File: src/rtl/hazard_ctrl.sv
// hazard_ctrl: pipeline stall/flush control for load-use, taken branches, multi-cycle multiply and memory wait.
// Ports: clk, rst (sync, active-high); id_rs1/id_rs2/id_uses_rs1/id_uses_rs2 describe the ID instruction;
// id_ex_mem_read/id_ex_rd/ex_is_mul/ex_branch_taken describe the EX instruction; mem_wait stalls everything.
// Outputs: pc_en/if_id_en/id_ex_en/ex_mem_en register enables, if_id_flush/id_ex_flush bubble inserts,
// mul_busy/mul_done multiply status. With HAZARD_PERF_EN defined, stall_cycles/flush_count perf counters exist.
module hazard_ctrl #(
  parameter int MUL_LATENCY = 4
) (
  input  logic       clk,
  input  logic       rst,
  input  logic [4:0] id_rs1,
  input  logic [4:0] id_rs2,
  input  logic       id_uses_rs1,
  input  logic       id_uses_rs2,
  input  logic       id_ex_mem_read,
  input  logic [4:0] id_ex_rd,
  input  logic       ex_is_mul,
  input  logic       ex_branch_taken,
  input  logic       mem_wait,
  output logic       pc_en,
  output logic       if_id_en,
  output logic       id_ex_en,
  output logic       ex_mem_en,
  output logic       if_id_flush,
  output logic       id_ex_flush,
  output logic       mul_busy,
  output logic       mul_done
`ifdef HAZARD_PERF_EN
  ,
  output logic [31:0] stall_cycles,
  output logic [31:0] flush_count
`endif
);
  typedef enum logic {RUN, MUL} state_t;
  state_t state, state_n;
  logic [3:0] cnt, cnt_n;
  logic load_use;
  assign load_use = id_ex_mem_read && id_ex_rd != 5'd0 &&
                    ((id_uses_rs1 && id_rs1 == id_ex_rd) || (id_uses_rs2 && id_rs2 == id_ex_rd));
  always_comb begin
    {pc_en, if_id_en, id_ex_en, ex_mem_en} = 4'b1111;
    {if_id_flush, id_ex_flush, mul_busy, mul_done} = 4'b0000;
    state_n = state;
    cnt_n = cnt;
    if (rst) begin
    end else if (mem_wait) begin
      {pc_en, if_id_en, id_ex_en, ex_mem_en} = 4'b0000;
      mul_busy = state == MUL;
    end else if (state == MUL) begin
      mul_busy = 1'b1;
      if (cnt == 4'd0) begin
        mul_done = 1'b1;
        state_n = RUN;
      end else begin
        {pc_en, if_id_en, id_ex_en, ex_mem_en} = 4'b0000;
        cnt_n = cnt - 4'd1;
      end
    end else if (ex_is_mul) begin
      {pc_en, if_id_en, id_ex_en, ex_mem_en} = 4'b0000;
      mul_busy = 1'b1;
      state_n = MUL;
      cnt_n = 4'(MUL_LATENCY - 2);
    end else if (ex_branch_taken) begin
      {if_id_flush, id_ex_flush} = 2'b11;
    end else if (load_use) begin
      {pc_en, if_id_en} = 2'b00;
      id_ex_flush = 1'b1;
    end
  end
  always_ff @(posedge clk) begin
    if (rst) begin
      state <= RUN;
      cnt <= 4'd0;
    end else begin
      state <= state_n;
      cnt <= cnt_n;
    end
  end
`ifdef HAZARD_PERF_EN
  // if_id_flush is raised only by a taken branch, so it marks branch flushes exactly
  always_ff @(posedge clk) begin
    if (rst) begin
      stall_cycles <= 32'd0;
      flush_count <= 32'd0;
    end else begin
      if (!pc_en) stall_cycles <= stall_cycles + 32'd1;
      if (if_id_flush) flush_count <= flush_count + 32'd1;
    end
  end
`endif
endmodule

File: config.mk
export PLATFORM = sky130hd
export DESIGN_NAME = hazard_ctrl
export DESIGN_NICKNAME = d
export VERILOG_FILES = /design/src/rtl/hazard_ctrl.sv
export SDC_FILE = /design/constraint.sdc
export NUM_CORES = 1
export LEC_CHECK = 0
export ABC_CLOCK_PERIOD_IN_PS = 5400
export CAP_MARGIN = 30
export CORE_MARGIN = 2
export CORE_UTILIZATION = 31
export CTS_CLUSTER_DIAMETER = 60
export DETAILED_ROUTE_END_ITERATION = 8
export PLACE_DENSITY = 0.81
export SLEW_MARGIN = 20
export SYNTH_ARGS = -nofsm -noshare
export SYNTH_HDL_FRONTEND = slang
export SYNTH_SLANG_ARGS = --single-unit
File: constraint.sdc
create_clock -name clk -period 5.4 [get_ports clk]
set_clock_uncertainty 0.15 [all_clocks]
set_input_delay 1.08 -clock clk [delete_from_list [all_inputs] [get_ports clk]]
set_output_delay 1.08 -clock clk [all_outputs]
set_load 0.01 [all_outputs]
* Word level (Yosys, flattened, before mapping)
Index checks and enable logic that the tools add are counted.
** Word-level totals
- Register bits :: 5
- Logic and storage cells :: 50
- Bits of input ports :: 23
** Cells by class
- $add $sub $neg :: 1
- Eq/ne operators :: 3
- Bitwise gates (word level) :: 1
- Mux-type cells :: 34
- Reduce and logical (&&, ||, !) cells :: 9
** Operators with widths (number)
- two-way mux 1 bit :: 31
- two-way mux 4 bit :: 3
- == test 5 bit :: 2
- nonzero test 5 bit :: 1
- logical AND 1 bit :: 4
- logical NOT 4 bit :: 1
- subtractor 4 x 1 -> 4 bit (second input constant) :: 1
- AND reduction 3 bit :: 1
- != test 2 bit (second input constant) :: 1
- nonzero test 2 bit :: 1
- logical OR 1 bit :: 1
- NOT 1 bit :: 1

* Depth between registers and ports, before layout
- Word-level depth :: 10
- Gate-level depth with buffers :: 7
- Gate-level depth less buffers :: 6

* Least setup slack after synthesis
No wires, ideal clock.
- Path kind :: input to output
- Start point :: input port id_ex_rd[1]
- End point :: output port pc_en
- Data required time :: 4.170 ns
- Arrival :: 2.088 ns
- Stages on the path :: 4
- Setup slack :: 2.082 ns
- Cells stage by stage :: or4_4 > o2111ai_2 > o21a_1 > buf_4
** On the way
- Word-level cells in the longest chain between the ends :: 10
** Ends and longest elaborated chain
- from (decl) :: RTL line 16 : input logic [4:0] id_ex_rd,
- == test 5 bit :: RTL line 39 : ((id_uses_rs1 && id_rs1 == id_ex_rd) || (id_uses_rs2 && id_rs2 == id_ex_rd));
- logical AND 1 bit :: RTL line 39
- logical OR 1 bit :: RTL line 39
- logical AND 1 bit (*) :: RTL line 38 : assign load_use = id_ex_mem_read && id_ex_rd != 5'd0 &&
- two-way mux 1 bit (*) (6 in a row)
- to (decl) :: RTL line 20 : output logic pc_en,
Mark *: on every way between the ends. The rest lies on a longest branch, timed or not.

* Final worst setup path
- Start point :: input port id_ex_rd[1]
- End point :: output port pc_en
** On the way
- Word-level cells in the longest chain between the ends :: 10
** Ends and longest elaborated chain
- == test 5 bit :: RTL line 39
- logical AND 1 bit :: RTL line 39
- logical OR 1 bit :: RTL line 39
- logical AND 1 bit (*) :: RTL line 38
- two-way mux 1 bit (*) :: RTL line 65 : end else if (load_use) begin
- two-way mux 1 bit (*) :: RTL line 63 : end else if (ex_branch_taken) begin
- two-way mux 1 bit (*) :: RTL line 58 : end else if (ex_is_mul) begin
- two-way mux 1 bit (*) :: RTL line 49 : end else if (state == MUL) begin
- two-way mux 1 bit (*) :: RTL line 46 : end else if (mem_wait) begin
- two-way mux 1 bit (*) :: RTL line 45 : if (rst) begin
Marks and branches as above.

==> out/qor.csv <==
metric;value;unit
cp_slowest_cell;or4_4;
antenna_found_initial;0;
grt_pass1_wl;2.10;mm
drtPass1Iterations;3;
synth.avg_cell_area;8.19;sq um
cts.sinks;5;
netlist_instances;59;
drive_gt1_frac;0.0778;
cts-resized-gates;0;
synth_edf_count;0;
slew_violations;0;
period_share;0.779;
htreeDepth;1;
powerDensity;169;nW/um^2
slowest_delay;0.57;ns
drt-total-wl;1.33;mm
yosysWarnings;0;
port_buffers;30;
gr-usage-all-layers;0.149;
crit_family;buffers and inverters;
ys_ff_latch;5;
min_from;cnt[1];
die_area;1890;sq um
cp_num_buf_inv;2;
path_cells;clkdlybuf4s50_1, or4_4, o2111ai_2, o21a_1, clkdlybuf4s50_1;
seq_area_frac_synth;0.207;
avgViaCountPerCell;5.10;
hold_path.class;register to register;
root_buffer;clkbuf_4;
dp_hpwl;1.10;mm
rsz0062_at_grt;false;
ir_drop;0.0000841;V
cts.clk_slew.worst_paths;0.05;ns
ctsLongestPathBuffers;2;
start_util;0.324;
cp_data_required_time;4.17;ns
instances_no_fill;106;
fmax;238;MHz
synthTopCellsByArea;dfxtp_1 21%, xor2_1 15%, nor4_1 5.2%, a211oi_1 4.7%, o21ai_0 4.1%;
static-leakage-power;0.000282;uW
final_antenna_net_count;0;
synth-main-ff-cell;dfxtp_1;
synthMostInstantiatedCell;xor2_1;
area_growth;67.9;%
clkLatencyLatePin;0.25;ns
num_rows;14;
ys_top_cells_by_count;8 x xor2_1, 5 x dfxtp_1, 5 x nor2_1;
whs;0.381;ns
synth_cell_types;31;
wl_per_cell;12.5;um
netlist_area;483;sq um
critPathKind;primary input to primary output;
period_needed;4.21;ns
reg2regPathDepth;6;
tns;0;ns
gp_congestion;0.754;
syn_nets;83;
r2r_slack;3.77;ns
start_kind;primary input;
cp_common_cell;clkdlybuf4s50_1;
cts_inserted_buffers;3;
r2r-end;cnt[1];
drc_errors;0;
grt_max_degree;11;
synth_top_area_frac;0.207;
stdcell_area;811;sq um
min_to;cnt[1];
hold_path_depth;2;
postCtsHoldBufs;0;
placed_cells;102;
drt_iter0_drc;1;
io_pins;31;
p_total;137;uW
reg2reg_from;cnt[0];
status;complete, no violations;
coreArea;1490;sq um
antenna_cells;0;
grt_pass1_vias;490;
cap_viol_max_count;0;
post_dp_cell_area;785;sq um
cts_setup_buffers;0;
worstMarginPinSlew;0.328;ns
max_slew_margin;0.780;
crit_path_end_kind;primary output;
worstPathArrival;2.98;ns
finalHoldViolCount;0;
cts_tree;done;
critPathMaxFanout;3;
grt-ovfl-total;0;
fp.dieW;43.5;um
yosys.area.top_type;dfxtp_1;
ys_async_sr_fraction;0;
setup_viol;0;
num_vias;541;
die_h;43.5;um
finalNetCount;115;
==> metal layers <==
layer	GRT usage	vias to the layer above	routed length [um]
met3	0.0417	2	140
met1	0.173	231	574
met2	0.242	27	593
li1	-	281	-
met5	0	-	0
met4	0.0909	0	21
==> metrics by stage <==
stage | worst slack [ns] | util
2_1_floorplan | 2.08 | -
3_3_place_gp | 1.20 | 0.527
3_5_place_dp | 1.17 | 0.527
4_1_cts | 1.18 | 0.545
5_1_grt | 1.12 | 0.545
6_report | 1.19 | 0.545
==> cells in the final DEF (no fill, tap or decap), types with 2 or more instances in the layout <==
cell,count
a211oi_1,3
a21oi_1,2
clkbuf_4,3
clkdlybuf4s50_1,30
dfxtp_1,5
inv_1,3
nor2_1,5
nor4_1,4
o21ai_0,4
xnor2_1,2
xor2_1,8
==> area by class of cell <==
class                   instances  area [sq um]
flip-flops and latches          5           100
multi-input cells              48           353
well taps                      16          20.0
inverters                       3          11.3
repair buffers                 30           300
fillers                       154           678
clock buffers                   4          26.3
==> worst max path at each step <==
stage,startpoint,end,slack [ns],cells after the start
final,id_ex_rd[1],pc_en,1.19,5
after global routing,id_ex_rd[2],id_ex_flush,1.12,6
after CTS,id_ex_rd[1],pc_en,1.18,5
after detailed placement,id_ex_rd[1],pc_en,1.17,5
after global placement,id_ex_rd[1],if_id_en,1.20,5
after floorplan,id_ex_rd[1],pc_en,2.08,4
==> worst register-to-register path, stage by stage, from the launching register on <==
cell	delay (ns)
dfxtp_1	0.39
inv_1	0.07
ha_1	0.24
and4bb_2	0.27
nor3_2	0.19
nor2_1	0.06
a211oi_1	0.19
==> cells by family after synthesis <==
| logic type | after synthesis | synth area share |
|---|---|---|
| flops | 5 | 0.207 |
| simple gates | 21 | 0.288 |
| compound gates | 16 | 0.236 |
| xor+xnor | 10 | 0.181 |
| fa+ha+maj | 1 | 0.0259 |
| buf+inv | 6 | 0.0622 |
==> registers in the layout, summed over array words and instances, names as in the netlist <==
signal / count
cnt: 4
state: 1
==> power by group <==
group          switching (uW)  internal (uW)
combinational            19.5           30.5
sequential               2.61           39.1
clock                    17.5           28.1
Power figures use the tool's default switching activity.
